===== config.mk =====
export PLATFORM = sky130hd
export DESIGN_NAME = dac_serial_driver_flat
export DESIGN_NICKNAME = d
export VERILOG_FILES = /design/src/rtl/dac_serial_driver_if.sv /design/src/rtl/dac_serial_driver.sv /design/src/flat_wrapper.sv
export SDC_FILE = /design/constraint.sdc
export NUM_CORES = 1
export LEC_CHECK = 0
export CORE_MARGIN = 1
export CORE_UTILIZATION = 56
export DETAILED_ROUTE_END_ITERATION = 10
export GPL_ROUTABILITY_DRIVEN = 0
export PLACE_DENSITY = 0.8
export RECOVER_POWER = 50
export SETUP_SLACK_MARGIN = 0.5
export SLEW_MARGIN = 20
export SYNTH_ARGS = -nofsm -noshare
export SYNTH_HDL_FRONTEND = slang
export SYNTH_SLANG_ARGS = --single-unit

===== constraint.sdc =====
create_clock -name clk -period 2.8 [get_ports clk]
set_clock_uncertainty 0.1 [all_clocks]
set_input_delay 0.56 -clock clk [delete_from_list [all_inputs] [get_ports clk]]
set_output_delay 0.56 -clock clk [all_outputs]
set_load 0.05 [all_outputs]

===== src/rtl/dac_serial_driver_if.sv =====
// dac_serial_driver_if
//   Bundles the control and DAC pin signals of dac_serial_driver.
//   slave  : the driver itself (takes en/sample_data, drives everything else)
//   master : the upstream/board side (drives en/sample_data, observes the rest)
//   en           - enables the sample timer
//   sample_data  - 8-bit waveform value from the lookup stage
//   sample_taken - one-cycle pulse in the capture cycle
//   busy         - frame or inter-frame gap in progress
//   done         - one-cycle pulse after frame + gap complete
//   overrun      - sticky, tick arrived while a tick was still pending
//   dac_sync_n   - DAC frame sync, active low
//   dac_sclk     - DAC serial clock, idles high
//   dac_din      - DAC serial data, MSB first
interface dac_serial_driver_if;
  logic       en;
  logic [7:0] sample_data;
  logic       sample_taken;
  logic       busy;
  logic       done;
  logic       overrun;
  logic       dac_sync_n;
  logic       dac_sclk;
  logic       dac_din;

  modport slave (
    input  en, sample_data,
    output sample_taken, busy, done, overrun, dac_sync_n, dac_sclk, dac_din
  );

  modport master (
    output en, sample_data,
    input  sample_taken, busy, done, overrun, dac_sync_n, dac_sclk, dac_din
  );
endinterface


===== src/rtl/dac_serial_driver.sv =====
// dac_serial_driver
//   Owns the output sample rate: every SAMPLE_DIV cycles (while en=1) a tick
//   queues one frame. The 8-bit sample is left-justified into a 16-bit
//   DAC121S101-style word {4'b0000, sample, 4'b0000} and shifted out MSB first
//   on SYNC_n/SCLK/DIN, followed by a SYNC_n-high gap.
//   clk   - system clock
//   rst_n - asynchronous active-low reset
//   bus   - dac_serial_driver_if.slave (control handshake and DAC pins)
module dac_serial_driver #(
  parameter int CLK_DIV    = 2,
  parameter int GAP_CYCLES = 4,
  parameter int SAMPLE_DIV = 100
) (
  input  logic                 clk,
  input  logic                 rst_n,
  dac_serial_driver_if.slave   bus
);

  localparam int TW   = $clog2(SAMPLE_DIV);
  localparam int DMAX = (CLK_DIV > GAP_CYCLES) ? CLK_DIV : GAP_CYCLES;
  localparam int DW   = (DMAX > 1) ? $clog2(DMAX) : 1;

  localparam logic [TW-1:0] TICK_LAST = TW'(SAMPLE_DIV - 1);
  localparam logic [DW-1:0] HALF_LAST = DW'(CLK_DIV - 1);
  localparam logic [DW-1:0] GAP_LAST  = DW'(GAP_CYCLES - 1);

  typedef enum logic [1:0] {IDLE, SHIFT_HI, SHIFT_LO, GAP} state_t;

  state_t        r_state, w_state_nxt;
  logic [TW-1:0] r_tick_cnt;
  logic          r_pending;
  logic          r_overrun;
  logic [DW-1:0] r_div_cnt, w_div_nxt;
  logic [3:0]    r_bit_cnt, w_bit_nxt;
  logic [15:0]   r_shift, w_shift_nxt;
  logic          r_sync_n, r_sclk, r_din, r_busy, r_done;
  logic          w_tick, w_capture, w_done_nxt, w_shifting_nxt;

  assign w_tick    = bus.en && (r_tick_cnt == TICK_LAST);
  assign w_capture = (r_state == IDLE) && r_pending;

  // Sample timer. A tick in the capture cycle re-arms pending (set wins).
  always_ff @(posedge clk or negedge rst_n) begin
    if (!rst_n) begin
      r_tick_cnt <= '0;
      r_pending  <= 1'b0;
      r_overrun  <= 1'b0;
    end else if (!bus.en) begin
      r_tick_cnt <= '0;
      r_pending  <= 1'b0;
      r_overrun  <= 1'b0;
    end else begin
      r_tick_cnt <= w_tick ? '0 : r_tick_cnt + 1'b1;
      if (w_tick)
        r_pending <= 1'b1;
      else if (w_capture)
        r_pending <= 1'b0;
      if (w_tick && r_pending)
        r_overrun <= 1'b1;
    end
  end

  // Frame FSM state and registered DAC pins. Pins are derived from the
  // next state so they change on the same edge the FSM does.
  always_ff @(posedge clk or negedge rst_n) begin
    if (!rst_n) begin
      r_state   <= IDLE;
      r_div_cnt <= '0;
      r_bit_cnt <= '0;
      r_shift   <= '0;
      r_sync_n  <= 1'b1;
      r_sclk    <= 1'b1;
      r_din     <= 1'b0;
      r_busy    <= 1'b0;
      r_done    <= 1'b0;
    end else begin
      r_state   <= w_state_nxt;
      r_div_cnt <= w_div_nxt;
      r_bit_cnt <= w_bit_nxt;
      r_shift   <= w_shift_nxt;
      r_sync_n  <= !w_shifting_nxt;
      r_sclk    <= (w_state_nxt != SHIFT_LO);
      r_din     <= w_shifting_nxt ? w_shift_nxt[15] : 1'b0;
      r_busy    <= (w_state_nxt != IDLE);
      r_done    <= w_done_nxt;
    end
  end

  always_comb begin
    w_state_nxt = r_state;
    w_div_nxt   = r_div_cnt;
    w_bit_nxt   = r_bit_cnt;
    w_shift_nxt = r_shift;
    w_done_nxt  = 1'b0;
    case (r_state)
      IDLE: begin
        if (r_pending) begin
          w_shift_nxt = {4'b0000, bus.sample_data, 4'b0000};
          w_bit_nxt   = 4'd15;
          w_div_nxt   = '0;
          w_state_nxt = SHIFT_HI;
        end
      end
      SHIFT_HI: begin
        if (r_div_cnt == HALF_LAST) begin
          w_div_nxt   = '0;
          w_state_nxt = SHIFT_LO;
        end else begin
          w_div_nxt = r_div_cnt + 1'b1;
        end
      end
      SHIFT_LO: begin
        if (r_div_cnt == HALF_LAST) begin
          w_div_nxt = '0;
          if (r_bit_cnt == 4'd0) begin
            w_state_nxt = GAP;
          end else begin
            // Shift only on the low->high SCLK transition so DIN is stable
            // across the falling edge the DAC samples on.
            w_shift_nxt = {r_shift[14:0], 1'b0};
            w_bit_nxt   = r_bit_cnt - 1'b1;
            w_state_nxt = SHIFT_HI;
          end
        end else begin
          w_div_nxt = r_div_cnt + 1'b1;
        end
      end
      GAP: begin
        if (r_div_cnt == GAP_LAST) begin
          w_div_nxt   = '0;
          w_done_nxt  = 1'b1;
          w_state_nxt = IDLE;
        end else begin
          w_div_nxt = r_div_cnt + 1'b1;
        end
      end
      default: w_state_nxt = IDLE;
    endcase
  end

  assign w_shifting_nxt = (w_state_nxt == SHIFT_HI) || (w_state_nxt == SHIFT_LO);

  assign bus.sample_taken = w_capture;
  assign bus.busy         = r_busy;
  assign bus.done         = r_done;
  assign bus.overrun      = r_overrun;
  assign bus.dac_sync_n   = r_sync_n;
  assign bus.dac_sclk     = r_sclk;
  assign bus.dac_din      = r_din;

endmodule


===== src/flat_wrapper.sv =====
// flat-port wrapper written by rule: the top's interface ports become plain ports
module dac_serial_driver_flat 
#(
  parameter int CLK_DIV    = 2,
  parameter int GAP_CYCLES = 4,
  parameter int SAMPLE_DIV = 100
)
  (clk, rst_n, bus_en, bus_sample_data, bus_sample_taken, bus_busy, bus_done, bus_overrun, bus_dac_sync_n, bus_dac_sclk, bus_dac_din);
  dac_serial_driver_if bus_i ();
  input  logic clk;
  input  logic rst_n;
  input wire logic [$bits(bus_i.en)-1:0] bus_en;
  input wire logic [$bits(bus_i.sample_data)-1:0] bus_sample_data;
  output wire logic [$bits(bus_i.sample_taken)-1:0] bus_sample_taken;
  output wire logic [$bits(bus_i.busy)-1:0] bus_busy;
  output wire logic [$bits(bus_i.done)-1:0] bus_done;
  output wire logic [$bits(bus_i.overrun)-1:0] bus_overrun;
  output wire logic [$bits(bus_i.dac_sync_n)-1:0] bus_dac_sync_n;
  output wire logic [$bits(bus_i.dac_sclk)-1:0] bus_dac_sclk;
  output wire logic [$bits(bus_i.dac_din)-1:0] bus_dac_din;
  assign bus_i.en = bus_en;
  assign bus_i.sample_data = bus_sample_data;
  assign bus_sample_taken = bus_i.sample_taken;
  assign bus_busy = bus_i.busy;
  assign bus_done = bus_i.done;
  assign bus_overrun = bus_i.overrun;
  assign bus_dac_sync_n = bus_i.dac_sync_n;
  assign bus_dac_sclk = bus_i.dac_sclk;
  assign bus_dac_din = bus_i.dac_din;
  dac_serial_driver #(.CLK_DIV(CLK_DIV), .GAP_CYCLES(GAP_CYCLES), .SAMPLE_DIV(SAMPLE_DIV)) u_core (.clk(clk), .rst_n(rst_n), .bus(bus_i));
endmodule

==> results of run 1 <==
-- how the worst max path moves through the flow --
| stage | end | startpoint | slack (ns) |
|---|---|---|---|
| finish | u_core.bus.dac_din | u_core.r_state[1] | 0.57 |
| global placement | u_core.r_shift[10] | u_core.r_state[1] | 0.71 |
| floorplan | u_core.bus.dac_din | u_core.r_bit_cnt[0] | 0.54 |
| CTS | bus_sample_taken | u_core.r_state[1] | 0.50 |
| detailed placement | u_core.bus.dac_din | u_core.r_state[0] | 0.61 |
| global route | bus_sample_taken | u_core.r_state[1] | 0.50 |
-- state kept, by name (all words and copies together), names as in the netlist --
name / count
u_core.r_tick_cnt: 7
u_core.r_state: 2
u_core.bus.busy: 1
u_core.r_shift: 15
u_core.bus.dac_din: 1
u_core.bus.overrun: 1
u_core.r_pending: 1
u_core.bus.done: 1
u_core.bus.dac_sclk: 1
u_core.bus.dac_sync_n: 1
u_core.r_div_cnt: 2
u_core.r_bit_cnt: 4
-- routing by layer --
layer,vias to the layer above,share of wire,track usage
li1,658,-,-
met1,684,0.42,0.292
met2,32,0.52,0.393
met3,11,0.035,0.0609
met4,0,0.029,0.156
met5,-,0,0
-- cells in the mapped netlist (all sizes together) --
library cell   n  area [µm²]
or4b           1        10.0
dfstp          2        52.6
nor4b          1        8.76
and4b          1        10.0
xor2           2        17.5
o21a           2        15.0
and2           3        18.8
a31o           2        17.5
a21oi          5        25.0
o22ai          1        6.26
nand3          6        30.0
a211oi         1        7.51
o21bai         1        7.51
a41oi          1        8.76
and4bb         1        12.5
o41ai          1        8.76
nor3           1        16.3
buf            5        46.3
or4            1        7.51
nand2          8        30.0
o32a           1        10.0
or3b           1        8.76
mux2          14         165
dfrtp         35         876
or2            1        6.26
ha            12         150
clkbuf         2        7.51
a21boi         1        7.51
a32o          10         100
inv           12        45.0
xnor2          1        8.76
and2b          1        7.51
a32oi          1        8.76
o21ai          8        40.0
nor2           6        22.5
and3           6        37.5
nor2b          6        37.5
mux2i          1        22.5
or3            2        12.5
nand2b         2        12.5
a22oi          1        7.51
-- placed cells by master (no fill, tap or decap), drive strengths merged, types with 8 or more instances in the layout --
cell type,n
nand2,8
inv,12
clkdlybuf4s50,12
a32o,10
dfrtp,35
mux2,14
ha,12
clkbuf,8
o21ai,8
-- kinds of logic after synthesis --
group | after synthesis
AO/OA/AOI/OAI | 36
adder cells (fa/ha/maj) | 12
multiplexers | 15
buffers and inverters | 19
AND/OR/NAND/NOR | 48
XOR/XNOR | 3
flip-flops | 37
-- worst register-to-register path, cell delays in order, from the launching register on --
cell	delay (ns)
sky130_fd_sc_hd__dfrtp_1	0.45
sky130_fd_sc_hd__inv_1	0.13
sky130_fd_sc_hd__ha_1	0.23
sky130_fd_sc_hd__nor2b_1	0.14
sky130_fd_sc_hd__o41ai_1	0.46
sky130_fd_sc_hd__o21a_1	0.23
sky130_fd_sc_hd__ha_1	0.26
sky130_fd_sc_hd__o21a_1	0.12
-- where the power goes --
group	switching [W]	leakage, nW	internal [W]
combinational	0.000237	0.478	0.000169
sequential	0.0000542	0.491	0.000599
clock	0.000182	0.0455	0.000213
-- through the flow --
| stage | util | cell area [µm²] | cells | hold WS, ns | power (W) |
|---|---|---|---|---|---|
| after CTS | 0.677 | 2260 | 238 | 0.394 | 0.00146 |
| after floorplan | - | 1950 | 170 | 0.164 | 0.000928 |
| final | 0.678 | 2260 | 238 | 0.391 | 0.00145 |
| after global routing | 0.678 | 2260 | 238 | 0.431 | 0.00154 |
| after detailed placement | 0.649 | 2160 | 230 | 0.377 | 0.00105 |
| after global placement | 0.649 | 2160 | 230 | 0.375 | 0.00101 |
-- cell type report --
cell class | instances | area (µm²) | share of cell area
sequential | 37 | 928 | 0.411
multi-input combinational | 114 | 940 | 0.416
tap | 46 | 57.6 | 0.0255
clock inverter | 1 | 30.0 | 0.0133
clock buffer | 7 | 55.1 | 0.0243
inverter | 12 | 45.0 | 0.0199
timing repair buffer | 21 | 205 | 0.0908
==> reports/summary.json, run 1 <==
{
  "synth": {
    "synth_top_family_by_area": "simple AND/OR/NAND/NOR gates",
    "synth.ff_latch_count": 37,
    "synth_compound_area_frac": 0.139,
    "syn_avg_cell_area_um2": 11.5,
    "netlist-cell-type-count": 44,
    "yosys_warnings": 0,
    "yosys.area_share.adder": 0.0770,
    "syn-cell-area_um2": 1950,
    "synth.area.mux_share": 0.0962,
    "syn-num-nets": 193,
    "synthXorXnorAreaFrac": 0.0135,
    "post_synth_and_or_nand_nor_area_fraction": 0.148,
    "netlist_instances": 170,
    "ys_seq_area_frac": 0.476
  },
  "timing": {
    "period_needed_ns": 2.23,
    "final_critical_path_setup_slack_ns": 0.566,
    "grt_setup_unrepaired": "no",
    "worst_slew_pin_slew_ns": 0.893,
    "max_clock_freq_mhz": 448,
    "finalHoldViolCount": 0,
    "setup_viol_count_final": 0,
    "totalNegativeSetupSlack_ns": 0,
    "timing.max_slew.rel_slack": 0.405,
    "timing.final.crit_share": 0.798,
    "slew_violations": 0
  },
  "clock_tree": {
    "tritoncts": "yes",
    "clk_pin_slew_worst_paths_ns": 0.12,
    "cts_resized": 4,
    "cts.repair_timing.setup_buffer_count": 0,
    "maximum_clock_path_buffer_count": 2,
    "ctsRootBufferMaster": "sky130_fd_sc_hd__clkbuf_4",
    "clkSinkCount": 37,
    "cts-hold-fix-buffers": 0,
    "worst_skew_pair.late_latency_ns": 0.36,
    "htree_levels": 2,
    "cts_buffers": 5
  },
  "drt": {
    "dr.first_iter.drc_count": 72,
    "route.detailed.drc": 0,
    "drt.antenna.violating_nets": 0,
    "vias": 1385,
    "routedWlPerCell_um": 15.6,
    "detail_route.first_pass.iterations": 4,
    "detail_route.vias_per_cell": 5.82,
    "routed_wirelength_um": 3720
  },
  "place": {
    "dpl_worst_slack_ns": 0.606,
    "port-buffer-count": 17,
    "dp_hpwl_um": 2560
  },
  "die": {
    "placement_rows": 21,
    "die_area_um2": 3720,
    "core_um2": 3340,
    "design.portCount": 18,
    "die-width_um": 61.0,
    "die-height_um": 61.0,
    "initial_utilization": 0.585
  },
  "status": {
    "outcome": "complete, no violations"
  },
  "global_routing": {
    "grt_max_degree": 38,
    "grt_remaining_overflow": 0,
    "grt_pass1_wl_um": 6440,
    "track_usage": 0.244,
    "antenna_found_initial": 0,
    "grt_pass1_vias": 1482
  },
  "critical_path": {
    "crit_fanout": 6,
    "r2r_cells": 7,
    "crit_path_end_kind": "flop",
    "cp.depth": 7,
    "register_to_register_path_setup_slack_ns": 0.57,
    "timing.setup.critical_path_class": "reg2reg",
    "slowest_delay_ns": 0.46,
    "crit_family": "compound AO/OA/AOI/OAI gates",
    "rr_startpoint": "u_core.r_state[1]",
    "critical_path.reg2reg.endpoint": "u_core.bus.dac_din",
    "critical_path.slowest_cell": "sky130_fd_sc_hd__o41ai_1",
    "timing.critical_path.cells": "inv_1, ha_1, nor2b_1, o41ai_1, o21a_1, ha_1, o21a_1",
    "startpoint_type": "flop",
    "worst_ep_required_time_ns": 2.95,
    "critPathBufInv": 1,
    "crit_arrival_ns": 2.38
  },
  "cells_and_area": {
    "area.growth.synth_to_final_pct": 15.9,
    "nNetsFinal": 214,
    "n_fill_cell": 258,
    "drive_gt1_frac": 0.193,
    "antenna_cells": 0
  },
  "hold_path": {
    "hold_class": "reg2reg",
    "timing.hold.worst.start": "u_core.r_tick_cnt[0]",
    "min_to": "u_core.r_tick_cnt[0]",
    "hold_path_depth": 1
  },
  "power": {
    "p_leak_nw": 1.01,
    "max-vdd-ir-drop_v": 0.000358,
    "power_density_nw_per_um2": 643
  },
  "flow_run": {
    "cap_violations": 0
  }
}
Power figures use the tool's default switching activity.
==> run 2, diff against run 1 <==
--- a/config.mk
+++ b/config.mk
@@ -6,10 +6,10 @@
 export NUM_CORES = 1
 export LEC_CHECK = 0
 export CORE_MARGIN = 1
-export CORE_UTILIZATION = 56
+export CORE_UTILIZATION = 51
 export DETAILED_ROUTE_END_ITERATION = 10
 export GPL_ROUTABILITY_DRIVEN = 0
-export PLACE_DENSITY = 0.8
+export PLACE_DENSITY = 0.77
 export RECOVER_POWER = 50
 export SETUP_SLACK_MARGIN = 0.5
 export SLEW_MARGIN = 20
==> constraint.sdc (replaced) <==
create_clock -name clk -period 1.85 [get_ports clk]
set_clock_uncertainty 0.1 [all_clocks]
set_input_delay 0.37 -clock clk [delete_from_list [all_inputs] [get_ports clk]]
set_output_delay 0.37 -clock clk [all_outputs]
set_load 0.05 [all_outputs]
==> run 2 against run 1 <==
Compared with the run above:
- the flow now finishes with violations (negative setup slack)
- via count is 21% higher
- critical path depth stayed put
- global-route usage is 3.6 points higher
- sequential power is 56% higher
- core utilization is 14 points higher
- total power is 110% higher
- critical endpoint unchanged
- non-clock buffer count is 40 higher
- cell count is 18% higher
- wire length is 66% higher
- register-to-register slack worse by 0.86 ns
- die area is 9.5% higher
==> reports/summary.json, run 2 (same netlist as run 1, synthesis figures left out) <==
{
  "cells_and_area": {
    "drive_gt1_frac": {"value": 0.582, "change": "+0.389"},
    "most-common-layout-cells": "sky130_fd_sc_hd__dfrtp_1 (30), sky130_fd_sc_hd__buf_4 (28), sky130_fd_sc_hd__buf_6 (16), sky130_fd_sc_hd__mux2_4 (14)",
    "largest_registers": "u_core.r_shift: 15 flops, u_core.r_tick_cnt: 7 flops, u_core.r_bit_cnt: 4 flops",
    "final-instance-count-excl-fill": {"value": 280, "change": "+18%"},
    "postLayoutCoreUtil": {"value": 0.820, "change": "+0.143"},
    "most_common_cell_after_layout_fill_and_taps_aside": "sky130_fd_sc_hd__dfrtp_1",
    "regMostFlops": "u_core.r_shift",
    "n_fill_cell": {"value": 176, "change": "-32%"},
    "largest_register_ffs": {"value": 15, "change": "unchanged"},
    "nNetsFinal": {"value": 254, "change": "+19%"},
    "area.growth.synth_to_final_pct": 53.9,
    "antenna_cells": {"value": 0, "change": "unchanged"}
  },
  "global_routing": {
    "grt_pass1_wl": {"value": 8540, "unit": "µm", "change": "+33%"},
    "antenna_found_initial": {"value": 0, "change": "unchanged"},
    "track_usage": {"value": 0.280, "change": "+0.0364"},
    "grt_pass1_vias": {"value": 1720, "change": "+16%"},
    "grt_remaining_overflow": {"value": 0, "change": "unchanged"},
    "grt_max_degree": {"value": 38, "change": "unchanged"}
  },
  "timing": {
    "finalHoldViolCount": {"value": 0, "change": "unchanged"},
    "slew_violations": {"value": 0, "change": "unchanged"},
    "final_critical_path_setup_slack": {"value": -0.295, "unit": "ns", "change": "-0.861 ns"},
    "max_clock_freq": {"value": 466, "unit": "MHz", "change": "+4.2%"},
    "setup_viol_count_final": {"value": 24, "change": "+24"},
    "timing.max_slew.rel_slack": {"value": 0.395, "change": "-0.0100"},
    "totalNegativeSetupSlack": {"value": -4.79, "unit": "ns", "change": "-4.79 ns"},
    "period_needed": {"value": 2.15, "unit": "ns", "change": "-0.0892 ns"},
    "timing.final.crit_share": {"value": 1.16, "change": "+0.362"},
    "worst_slew_pin_slew": {"value": 0.908, "unit": "ns", "change": "+0.0151 ns"},
    "grt_setup_unrepaired": "yes"
  },
  "place": {
    "dp_hpwl": {"value": 2680, "unit": "µm", "change": "+4.4%"},
    "dpl_worst_slack": {"value": -0.231, "unit": "ns", "change": "-0.837 ns"},
    "port-buffer-count": {"value": 17, "change": "unchanged"},
    "cell_count_post_placement": {"value": 248, "change": "+7.8%"}
  },
  "drt": {
    "vias": {"value": 1680, "change": "+21%"},
    "routed_wirelength": {"value": 6170, "unit": "µm", "change": "+66%"},
    "routedWlPerCell": {"value": 22.0, "unit": "µm", "change": "+41%"},
    "highest_layer": "met4",
    "dr.first_iter.drc_count": {"value": 137, "change": "+90%"},
    "route.detailed.drc": {"value": 0, "change": "unchanged"},
    "detail_route.first_pass.iterations": {"value": 5, "change": "+1"},
    "wl_met1": {"value": 2390, "unit": "µm", "change": "+54%"},
    "detail_route.vias_per_cell": {"value": 6.00, "change": "+3.1%"},
    "wl_met3": {"value": 336, "unit": "µm", "change": "+160%"},
    "drt.antenna.violating_nets": {"value": 0, "change": "unchanged"},
    "met2RoutedLength": {"value": 3140, "unit": "µm", "change": "+63%"}
  },
  "clock_tree": {
    "clk_pin_slew_worst_paths": {"value": 0.08, "unit": "ns", "change": "-0.04 ns"},
    "maximum_clock_path_buffer_count": {"value": 2, "change": "unchanged"},
    "worst_skew_pair.late_latency": {"value": 0.30, "unit": "ns", "change": "-0.06 ns"},
    "cts_buffers": {"value": 5, "change": "unchanged"},
    "tritoncts": "yes",
    "cts-hold-fix-buffers": {"value": 0, "change": "unchanged"},
    "clkSinkCount": {"value": 37, "change": "unchanged"},
    "htree_levels": {"value": 2, "change": "unchanged"},
    "ctsRootBufferMaster": "sky130_fd_sc_hd__clkbuf_8"
  },
  "die": {
    "die-height": {"value": 63.8, "unit": "µm", "change": "+4.6%"},
    "die_area": {"value": 4080, "unit": "µm²", "change": "+9.5%"},
    "placement_rows": {"value": 22, "change": "+4.8%"},
    "design.portCount": {"value": 18, "change": "unchanged"},
    "core": {"value": 3660, "unit": "µm²", "change": "+9.7%"},
    "initial_utilization": {"value": 0.533, "change": "-0.0517"},
    "die-width": {"value": 63.8, "unit": "µm", "change": "+4.6%"}
  },
  "flow_run": {
    "cap_violations": {"value": 0, "change": "unchanged"}
  },
  "critical_path": {
    "worst_ep_required_time": {"value": 1.94, "unit": "ns", "change": "-1.01 ns"},
    "crit_path_end_kind": "flop",
    "crit_arrival": {"value": 2.24, "unit": "ns", "change": "-0.14 ns"},
    "register_to_register_path_setup_slack": {"value": -0.30, "unit": "ns", "change": "-0.86 ns"},
    "startpoint_type": "flop",
    "timing.setup.critical_path_class": "reg2reg",
    "crit_fanout": {"value": 2, "change": "-4"}
  },
  "status": {
    "outcome": "finished, violations left",
    "violated_checks": "negative setup slack"
  },
  "hold_path": {
    "hold_class": "reg2reg"
  },
  "power": {
    "p_leak": {"value": 1.33, "unit": "nW", "change": "+31%"},
    "max-vdd-ir-drop": {"value": 0.000852, "unit": "V", "change": "+140%"},
    "power_density": {"value": 1010, "unit": "nW/µm²", "change": "+57%"}
  }
}
[run 2: cell types whose count changed in the layout (fill, tap and decap cells not counted), sizes merged, moves of 2 or more]
cell	previous run	this run
buf	4	49
clkdlybuf4s50	12	9
clkinv	0	2
dlygate4sd2	2	0
[run 2: through the flow]
stage | power (W) | cell area, µm² | hold slack (ns)
detailed placement | 0.00183 | 2410 | 0.388
global placement | 0.00179 | 2410 | 0.369
global route | 0.00315 | 3000 | 0.419
CTS | 0.00268 | 2770 | 0.352
floorplan | 0.00147 | 2070 | -0.0256
finish | 0.00304 | 3000 | 0.410
[run 2: final timing paths]
path                                           from                    to  cells after the start
worst max-delay path            u_core.r_bit_cnt[0]    u_core.bus.dac_din                      7
worst min-delay path              u_core.r_shift[1]     u_core.r_shift[1]                      1
worst max register to register  u_core.r_bit_cnt[0]    u_core.bus.dac_din                      7
worst min register to register    u_core.r_shift[1]     u_core.r_shift[1]                      1
max in group asynchronous                     rst_n  u_core.r_tick_cnt[2]                      2
min in group asynchronous                     rst_n       u_core.bus.done                      2
[run 2: layout make-up]
type / instances / area [µm²] / share of cell area
Multi-Input combinational cell: 114 / 1250 / 0.417
Sequential cell: 37 / 935 / 0.311
Timing Repair Buffer: 61 / 621 / 0.207
Clock buffer: 5 / 68.8 / 0.0229
Tap cell: 48 / 60.1 / 0.0200
Inverter: 12 / 50.0 / 0.0167
Clock inverter: 3 / 17.5 / 0.00583
[run 2: timing repair]
item	CTS	global route
setup buffers	12	11
gates cloned	0	1
pin swaps	7	17
hold endpoints to repair	0	0
endpoints found under the setup margin	38	40
gates resized for setup	40	45
[run 2: power by group]
part / total (W) / internal [W] / switching (W)
Sequential: 0.00102 / 0.000913 / 0.000111
Combinational: 0.00144 / 0.000749 / 0.000690
Clock: 0.000575 / 0.000260 / 0.000315
Total: 0.00304 / 0.00192 / 0.00112
[run 2: routing by layer]
metal	global-route usage	up-vias
met5	0	-
met4	0.102	0
met3	0.0607	29
met2	0.491	72
li1	-	742
met1	0.334	837
[run 2: worst max-delay path: stages (launching register included)]
cell                      delay (ns)
sky130_fd_sc_hd__dfrtp_1        0.41
sky130_fd_sc_hd__inv_2          0.11
sky130_fd_sc_hd__ha_4           0.14
sky130_fd_sc_hd__or3b_4         0.40
sky130_fd_sc_hd__a31o_4         0.24
sky130_fd_sc_hd__a32o_2         0.29
sky130_fd_sc_hd__ha_4           0.25
sky130_fd_sc_hd__o21a_1         0.11
==> run 3, diff against run 2 <==
--- a/config.mk
+++ b/config.mk
@@ -5,6 +5,7 @@
 export SDC_FILE = /design/constraint.sdc
 export NUM_CORES = 1
 export LEC_CHECK = 0
+export CAP_MARGIN = 30
 export CORE_MARGIN = 1
 export CORE_UTILIZATION = 51
 export DETAILED_ROUTE_END_ITERATION = 10
==> results of run 3 <==
The final DEF is identical to that of run 2; final timing and power are the same.
